File: config.mk
export PLATFORM = sky130hd
export DESIGN_NAME = fg_prog_sequencer
export DESIGN_NICKNAME = d
export VERILOG_FILES = /design/src/rtl/fg_prog_pkg.sv /design/src/rtl/fg_pulse_timer.sv /design/src/rtl/fg_prog_sequencer.sv
export SDC_FILE = /design/constraint.sdc
export NUM_CORES = 1
export LEC_CHECK = 0
export ABC_AREA = 1
export CAP_MARGIN = 5
export CORE_ASPECT_RATIO = 0.9
export CORE_UTILIZATION = 30
export CTS_BUF_LIST = sky130_fd_sc_hd__clkbuf_16
export DETAILED_ROUTE_END_ITERATION = 16
export PLACE_DENSITY_LB_ADDON = 0.1
export SLEW_MARGIN = 5
export SYNTH_ARGS = -nofsm -noshare
export SYNTH_HDL_FRONTEND = slang
export SYNTH_SLANG_ARGS = --single-unit
File: constraint.sdc
create_clock -name i_clk -period 4.9 [get_ports i_clk]
set_input_delay 1.225 -clock i_clk [delete_from_list [all_inputs] [get_ports i_clk]]
set_output_delay 1.225 -clock i_clk [all_outputs]
set_load 0.005 [all_outputs]
File: src/rtl/fg_prog_pkg.sv
// Shared types and default sizing for the floating-gate programming sequencer.
package fg_prog_pkg;
  typedef enum logic [1:0] {
    OP_SEL = 2'd0,
    OP_INJ = 2'd1,
    OP_TUN = 2'd2,
    OP_RUN = 2'd3
  } op_e;

  typedef enum logic [2:0] {
    ST_IDLE    = 3'd0,
    ST_SETUP   = 3'd1,
    ST_PULSE   = 3'd2,
    ST_GAP     = 3'd3,
    ST_RELEASE = 3'd4,
    ST_DONE    = 3'd5
  } state_e;

  localparam int DEF_ROW_BITS   = 4;
  localparam int DEF_COL_BITS   = 4;
  localparam int DEF_NUM_ROWS   = 3;
  localparam int DEF_NUM_COLS   = 6;
  localparam int DEF_CNT_W      = 16;
  localparam int DEF_SETTLE_CYC = 8;
endpackage

File: src/rtl/fg_pulse_timer.sv
// Loadable down-counter; o_tc is high while the count sits at zero.
module fg_pulse_timer #(
  parameter int CNT_W = 16
) (
  input  logic             i_clk,
  input  logic             i_rst,
  input  logic             i_load,
  input  logic [CNT_W-1:0] i_load_val,
  output logic             o_tc
);
  logic [CNT_W-1:0] r_cnt;

  // Loading N-1 yields an interval of exactly N cycles, terminal cycle included.
  always_ff @(posedge i_clk or posedge i_rst) begin
    if (i_rst)                r_cnt <= '0;
    else if (i_load)          r_cnt <= i_load_val;
    else if (r_cnt != '0)     r_cnt <= r_cnt - CNT_W'(1);
  end

  assign o_tc = (r_cnt == '0);
endmodule

File: src/rtl/fg_prog_sequencer.sv
// Sequences address setup, a counted pulse train and release for one FG
// programming command at a time, ending in a one-cycle done strobe.
module fg_prog_sequencer
  import fg_prog_pkg::*;
#(
  parameter int ROW_BITS   = DEF_ROW_BITS,
  parameter int COL_BITS   = DEF_COL_BITS,
  parameter int NUM_ROWS   = DEF_NUM_ROWS,
  parameter int NUM_COLS   = DEF_NUM_COLS,
  parameter int CNT_W      = DEF_CNT_W,
  parameter int SETTLE_CYC = DEF_SETTLE_CYC
) (
  input  logic                i_clk,
  input  logic                i_rst,
  input  logic                i_cmd_valid,
  output logic                o_cmd_ready,
  input  logic [1:0]          i_cmd_op,
  input  logic [ROW_BITS-1:0] i_cmd_row,
  input  logic [COL_BITS-1:0] i_cmd_col,
  input  logic [7:0]          i_cmd_npulse,
  input  logic [CNT_W-1:0]    i_cmd_width,
  input  logic                i_abort,
  output logic [ROW_BITS-1:0] o_row_addr,
  output logic [COL_BITS-1:0] o_col_addr,
  output logic                o_dec_en,
  output logic [NUM_ROWS-1:0] o_drain_sel,
  output logic                o_vinj_pulse,
  output logic                o_tun_pulse,
  output logic                o_prog_en,
  output logic                o_busy,
  output logic                o_done,
  output logic                o_aborted,
  output logic                o_err,
  output logic [7:0]          o_pulses_left
);
  localparam logic [2:0] S_IDLE    = ST_IDLE;
  localparam logic [2:0] S_SETUP   = ST_SETUP;
  localparam logic [2:0] S_PULSE   = ST_PULSE;
  localparam logic [2:0] S_GAP     = ST_GAP;
  localparam logic [2:0] S_RELEASE = ST_RELEASE;
  localparam logic [2:0] S_DONE    = ST_DONE;

  localparam logic [ROW_BITS:0] LP_NROWS     = (ROW_BITS+1)'(NUM_ROWS);
  localparam logic [COL_BITS:0] LP_NCOLS     = (COL_BITS+1)'(NUM_COLS);
  localparam logic [CNT_W-1:0]  LP_SETTLE_M1 = CNT_W'(SETTLE_CYC - 1);

  logic [2:0]          r_state, w_nxt;
  logic [1:0]          r_op;
  logic [ROW_BITS-1:0] r_row;
  logic [COL_BITS-1:0] r_col;
  logic [CNT_W-1:0]    r_wm1;
  logic [7:0]          r_left;
  logic                r_abt, r_prog, r_err;
  logic                w_accept, w_run, w_bad, w_go, w_active, w_addr_on;
  logic                w_tc, w_load, w_inj;
  logic [CNT_W-1:0]    w_load_val;

  assign w_accept = i_cmd_valid && (r_state == S_IDLE);
  assign w_run    = (i_cmd_op == OP_RUN);
  assign w_bad    = ({1'b0, i_cmd_row} >= LP_NROWS) || ({1'b0, i_cmd_col} >= LP_NCOLS);
  assign w_go     = w_accept && !w_run && !w_bad;
  assign w_active = (r_state == S_SETUP) || (r_state == S_PULSE) || (r_state == S_GAP);

  fg_pulse_timer #(.CNT_W(CNT_W)) u_tmr (
    .i_clk      (i_clk),
    .i_rst      (i_rst),
    .i_load     (w_load),
    .i_load_val (w_load_val),
    .o_tc       (w_tc)
  );

  // Every interval is timed by the single shared timer, reloaded on entry.
  always_comb begin
    w_nxt      = r_state;
    w_load     = 1'b0;
    w_load_val = LP_SETTLE_M1;
    case (r_state)
      S_IDLE: if (w_accept) begin
        if (w_run) w_nxt = S_DONE;
        else if (!w_bad) begin
          w_nxt  = S_SETUP;
          w_load = 1'b1;
        end
      end
      S_SETUP, S_PULSE, S_GAP: begin
        if (i_abort) begin
          w_nxt  = S_RELEASE;
          w_load = 1'b1;
        end else if (w_tc) begin
          w_load = 1'b1;
          if (r_state == S_PULSE) w_nxt = S_GAP;
          else if ((r_state == S_SETUP && r_op == OP_SEL) || r_left == 8'd0) w_nxt = S_RELEASE;
          else begin
            w_nxt      = S_PULSE;
            w_load_val = r_wm1;
          end
        end
      end
      S_RELEASE: if (w_tc) w_nxt = S_DONE;
      S_DONE:    w_nxt = S_IDLE;
      default:   w_nxt = S_IDLE;
    endcase
  end

  always_ff @(posedge i_clk or posedge i_rst) begin
    if (i_rst) begin
      r_state <= S_IDLE;
      r_op    <= '0;
      r_row   <= '0;
      r_col   <= '0;
      r_wm1   <= '0;
      r_left  <= '0;
      r_abt   <= 1'b0;
      r_prog  <= 1'b0;
      r_err   <= 1'b0;
    end else begin
      r_state <= w_nxt;
      r_err   <= w_accept && !w_run && w_bad;
      if (w_go) begin
        r_op   <= i_cmd_op;
        r_row  <= i_cmd_row;
        r_col  <= i_cmd_col;
        r_wm1  <= (i_cmd_width == '0) ? '0 : i_cmd_width - CNT_W'(1);
        r_left <= i_cmd_npulse;
        r_prog <= 1'b1;
      end else if (r_state == S_PULSE && w_nxt == S_GAP) begin
        r_left <= r_left - 8'd1;
      end else if (r_state == S_DONE) begin
        r_left <= '0;
      end
      if (w_accept && w_run) r_prog <= 1'b0;
      // An abort that lands during release cannot shorten it but is still reported.
      if (w_accept) r_abt <= 1'b0;
      else if (i_abort && (w_active || r_state == S_RELEASE)) r_abt <= 1'b1;
    end
  end

  assign w_addr_on     = w_active || (r_state == S_RELEASE);
  assign w_inj         = (r_state == S_PULSE) && (r_op == OP_INJ);
  assign o_cmd_ready   = (r_state == S_IDLE);
  assign o_busy        = (r_state != S_IDLE);
  assign o_dec_en      = w_active;
  assign o_row_addr    = w_addr_on ? r_row : '0;
  assign o_col_addr    = w_addr_on ? r_col : '0;
  assign o_vinj_pulse  = w_inj;
  assign o_tun_pulse   = (r_state == S_PULSE) && (r_op == OP_TUN);
  assign o_drain_sel   = w_inj ? (NUM_ROWS'(1) << r_row) : '0;
  assign o_prog_en     = r_prog;
  assign o_done        = (r_state == S_DONE);
  assign o_aborted     = (r_state == S_DONE) && r_abt;
  assign o_err         = r_err;
  assign o_pulses_left = r_left;
endmodule

==> results of run 1 <==
logic make-up after synthesis:
kind of cell,Yosys count
buf+inv,66
fa+ha+maj,4
compound gates,58
flops,56
xor+xnor,22
simple gates,275
flip-flops by register name, summed over array words and instances (netlist names):
| signal | count |
|---|---|
| r_state | 3 |
| o_prog_en | 1 |
| r_wm1 | 16 |
| u_tmr.r_cnt | 16 |
| r_row | 4 |
| r_op | 2 |
| r_col | 4 |
| o_pulses_left | 8 |
| o_err | 1 |
| r_abt | 1 |
layout by cell type (no fill, tap or decap), types with 2 or more instances in the layout:
master	n
nand3_1	21
nor2_2	5
o31ai_1	2
nand4_1	20
a21oi_1	11
clkdlybuf4s50_1	65
nand2_4	5
nor2_4	4
ha_1	4
dfrtp_1	56
nor3_1	10
nor2_1	62
inv_2	10
clkbuf_16	5
o21ai_0	25
nor4_1	4
xnor2_1	7
nand2_1	127
or2_2	2
nand2_2	7
o22ai_1	3
xor2_1	15
o21ai_1	15
inv_1	49
through the flow:
stage | instances | worst slack, ps | power, W | utilization, %
detailed placement | 696 | 1510 | 0.00179 | 37.9
global placement | 696 | 1560 | 0.00179 | 37.9
finish | 704 | 1180 | 0.00220 | 39.3
floorplan | 481 | 2280 | 0.00141 | -
global route | 704 | 1000 | 0.00240 | 39.3
CTS | 704 | 1170 | 0.00222 | 39.3
layer usage:
layer | GRT usage (%) | share of wire [%]
met1 | 24.7 | 51
met2 | 27.0 | 47
met3 | 2.68 | 2.0
met4 | 2.75 | 0.41
met5 | 0 | 0
power groups by stage:
| stage | clock network, W | logic, W | registers [W] |
|---|---|---|---|
| floorplan | 0 | 0.000629 | 0.000779 |
| global placement | 0 | 0.000967 | 0.000824 |
| detailed placement | 0 | 0.000966 | 0.000824 |
| CTS | 0.000429 | 0.000973 | 0.000816 |
| global route | 0.000444 | 0.00111 | 0.000845 |
| finish | 0.000416 | 0.000966 | 0.000816 |
worst max path at each step:
stage / cells after the start / endpoint / slack, ps / start
after floorplan: 5 / o_drain_sel[0] / 2280 / r_state[2]
after global placement: 9 / o_pulses_left[4] / 1560 / i_cmd_row[1]
after detailed placement: 6 / o_drain_sel[1] / 1510 / r_state[2]
after CTS: 6 / o_drain_sel[1] / 1170 / r_state[2]
after global routing: 6 / o_drain_sel[0] / 1000 / r_state[2]
final: 6 / o_drain_sel[0] / 1180 / r_state[2]
worst register-to-register path, stage by stage, from the launching register on:
cell and delay, ps:
dfrtp_1 430, inv_2 100, nand2_4 70, nor2_4 100, nand2_2 80, inv_2 130
nand3_1 470, inv_1 430, o21ai_0 120, nand2_1 70, nand2_1 50
final cells by class:
class / count / area [um^2]
inverters: 59 / 221
well taps: 156 / 195
multi-input cells: 359 / 1840
flip-flops and latches: 56 / 1400
repair buffers: 66 / 658
clock inverters: 3 / 42.5
clock buffers: 5 / 125
fillers: 1266 / 6910
==> results.tsv, run 1 <==
metric	value	unit
outcome	complete, no violations	
ys_ff_latch	56	
die_area	12100	um^2
grt_overflow	0	
postRouteAntennaNets	0	
hold_viol	0	
grt_pass1_wl	16000	um
hold_slack	494	ps
synthDistinctLibCells	35	
syn_to_final_growth	27.9	%
synth-async-reset-ratio	100	%
pwr_density_cell	491	nW/um^2
post_cts_resized	0	
first_pass_iters	4	
start_kind	register	
totalWireLength	9810	um
drive_gt1_share	8.39	%
cts_tree	done	
place.gp.congestion	0.792	
crit_required	3670	ps
crit_family	simple AND/OR/NAND/NOR gates	
p_comb_share	44.0	%
cts_hold_buf	0	
clockPowerShare	18.9	%
crit_type	reg2out	
synth_ff_type	dfrtp_1	
cp.arrival	2500	ps
pwr-share-seq	37.1	%
ioPinCount	66	
wl_per_cell	13.9	um
p_sw	0.000873	W
synth_edf_count	0	
vdd_drop_max	0.179	mV
grt_usage	17.1	%
synth_top_family_by_area	simple AND/OR/NAND/NOR gates	
fin_setup_tns	0	ps
slowest_stage	clkdlybuf4s50_1	
placed_cell_area	4310	um^2
slowest_delay	540	ps
syn_inst	481	
fin_crit_sh	75.9	%
post-synth-top-area-fraction	40.0	%
maxCapViolations	0	
vias	3230	
synth_area_leaders	dfrtp_1 40%, nand2_1 14%, nor2_1 6.6%, inv_1 5.4%, xor2_1 3.8%	
die_y	105	um
synth-xor-area-share	5.50	%
muxShareOfSynthArea	0	%
drt_iter0_markers	157	
coreArea	11400	um^2
p_sw_share	39.7	%
numCtsBuffers	5	
row_count	37	
finalClockSkew	9.70	ps
io_buffers	65	
hp-start	o_prog_en	
timing.rr.end	o_pulses_left[4]	
synth_area_leader_cell	dfrtp_1	
max_clock_freq	269	MHz
synthAdderAreaFrac	1.43	%
clk_latency	300	ps
grt_antenna_before_repair	0	
max_slew_margin	50.8	%
post-route-min-period	3720	ps
synth_most_common_cell	nand2_1	
worst-path-buf-inv	2	
layout.nets	589	
ys_seq_area_share	40.0	%
hp-class	reg2reg	
r2r_setup_slack	2730	ps
min_to	o_prog_en	
endpoint_kind	output port	
path_clk_slew	80	ps
final-setup-viol-count	0	
tightest_slew	735	ps
cts_sinks	56	
design_area	4480	um^2
die_w	116	um
synth-compound-area-share	8.64	%
path_cells	nor3_4 -> inv_2 -> nor3_2 -> nand3_1 -> nor3_1 -> clkdlybuf4s50_1	
cts_root_buffer	clkbuf_16	
critPathMaxFanout	14	
diodes	0	
synth_area_per_cell	7.28	um^2
cts_buffer_depth	2	
htree_levels	2	
synthTopCellsByCount	127 x nand2_1, 62 x nor2_1, 56 x dfrtp_1	
start_util	30.8	%
worstHoldPathCells	2	
rsz0062_at_grt	no	
syn_nets	523	
grt_pass1_vias	3110	
post_drt_via_cell_ratio	4.59	
dp_hpwl	7580	um
postCtsSetupBuffers	0	
yosys.area_share.simple	36.8	%
synthesis.area	3500	um^2
rr_startpoint	r_state[0]	
drc_errors	0	
grt_max_degree	33	
p_leak	2.05	nW
r2r_cells	10	
ys_warn_count	0	
slew_violations	0	
internal_power	0.00133	W
Power figures use the tool's default switching activity.
==> run 2, diff against run 1 <==
clock period = 3.2 ns   (was 4.9 ns; I/O delays follow)
==> run 2 against run 1 <==
  * The run now ends with DRC left
  * Global-route usage about the same
  * First-iteration DRC count rose by 3.8%
  * Via count rose by 1.0%
  * Clock-buffer cell count unchanged
  * Non-clock buffer count is 6 higher
  * Power is 50% higher
  * Sequential power increased by 53%
  * Register-to-register slack got worse by 1500 ps
  * Setup slack worse by 940 ps
  * Hold slack got worse by 17 ps
  * Critical path type unchanged
  * Largest cell class unchanged
  * Largest power group unchanged
==> results.tsv, run 2 (synthesis results as in run 1) <==
metric	value	unit
clockPowerShare	17.2	%
crit_required	2400	ps
start_kind	register	
grt_overflow	0	
clk_latency	300	ps
dp_cells	702	
max_clock_freq	337	MHz
crit_family	simple AND/OR/NAND/NOR gates	
die_y	105	um
crit_start	r_state[2]	
rsz0062_at_grt	no	
io_buffers	65	
worst-path-buf-inv	2	
final-setup-viol-count	0	
post_cts_resized	0	
cts_root_buffer	clkbuf_16	
final_cell_mix	127 x nand2_1, 65 x clkdlybuf4s50_1, 62 x nor2_1	
grt_pass1_wl	16100	um
die_w	116	um
max_slew_margin	59.3	%
slowest_stage	clkdlybuf4s50_1	
p_leak	2.06	nW
endpoint_kind	output port	
maxCapViolations	0	
layout.nets	595	
finalClockSkew	6.17	ps
fin_setup_tns	0	ps
drive_gt1_share	9.39	%
start_util	30.8	%
critPathMaxFanout	5	
slowest_delay	530	ps
place.gp.congestion	0.827	
internal_power	0.00196	W
path_clk_slew	80	ps
p_sw_share	40.4	%
p_comb_share	45.0	%
cts_buffer_depth	2	
final_common_cell	nand2_1	
postCtsSetupBuffers	0	
grt_pass1_vias	3254	
diodes	0	
grt_max_degree	28	
p_sw	0.00133	W
hp-class	reg2reg	
htree_levels	2	
drc_errors	2	
coreArea	11400	um^2
pwr-share-seq	37.8	%
cts_hold_buf	0	
pwr_density_cell	731	nW/um^2
rr_startpoint	u_tmr.r_cnt[0]	
cts_sinks	56	
cts_tree	done	
numCtsBuffers	5	
slew_violations	0	
crit_type	reg2out	
vias	3263	
row_count	37	
path_cells	nor3_4 -> inv_2 -> nor3_2 -> nand3_1 -> nor3_1 -> clkdlybuf4s50_1	
violations	DRC	
power.total	0.00329	W
totalWireLength	9650	um
vdd_drop_max	0.241	mV
postLayoutCoreUtil	39.5	%
die_area	12100	um^2
grt_usage	17.1	%
postRouteAntennaNets	0	
dp_hpwl	7540	um
syn_to_final_growth	28.5	%
fin_cells	710	
fin_crit_sh	92.6	%
tightest_slew	609	ps
post-route-min-period	2960	ps
drt_iter0_markers	163	
grt_antenna_before_repair	0	
ioPinCount	66	
hp-start	o_prog_en	
hold_viol	0	
outcome	complete, but fails checks	
post_drt_via_cell_ratio	4.60	
wl_per_cell	13.6	um
first_pass_iters	10	
cp.arrival	2160	ps
run 2: metal layers:
layer | part of all wire [%] | global-route usage [%]
met1 | 51 | 25.0
met2 | 45 | 26.4
met3 | 2.8 | 2.39
met4 | 0.99 | 3.94
met5 | 0 | 0
run 2: power by group through the flow:
stage / Clock [W] / Combinational (W) / Sequential [W]
after floorplan: 0 / 0.000964 / 0.00119
after global placement: 0 / 0.00148 / 0.00125
after detailed placement: 0 / 0.00148 / 0.00126
after CTS: 0.000568 / 0.00149 / 0.00124
after global routing: 0.000598 / 0.00172 / 0.00128
final: 0.000566 / 0.00148 / 0.00125
run 2: worst paths after layout:
check / cells after the start / end / slack (ps)
hold reg to reg: 2 / o_prog_en / 480
hold / removal: 2 / o_prog_en / 480
setup reg to reg: 11 / u_tmr.r_cnt[0] / 1230
setup / recovery: 6 / o_drain_sel[1] / 240
max in group asynchronous: 3 / r_wm1[6] / 1660
min in group asynchronous: 2 / u_tmr.r_cnt[6] / 890
run 2: layout make-up:
cell class,instances,area (um^2)
Multi-Input combinational cell,359,1840
Inverter,59,221
Clock buffer,5,125
Sequential cell,56,1400
Timing Repair Buffer,72,703
Tap cell,156,195
Fill cell,1233,6890
Clock inverter,3,20.0
run 2: metrics by stage:
step	hold WS (ps)	cell area (um^2)	worst slack (ps)
2_1_floorplan	450	3500	1000
3_3_place_gp	463	4360	406
3_5_place_dp	465	4360	406
4_1_cts	483	4500	212
5_1_grt	515	4500	136
6_report	478	4500	236
run 2: tightest hold or removal path, cell delays in order (launching register included):
cell and delay (ps):
dfrtp_1 350, nand2_1 50, nand2_1 50
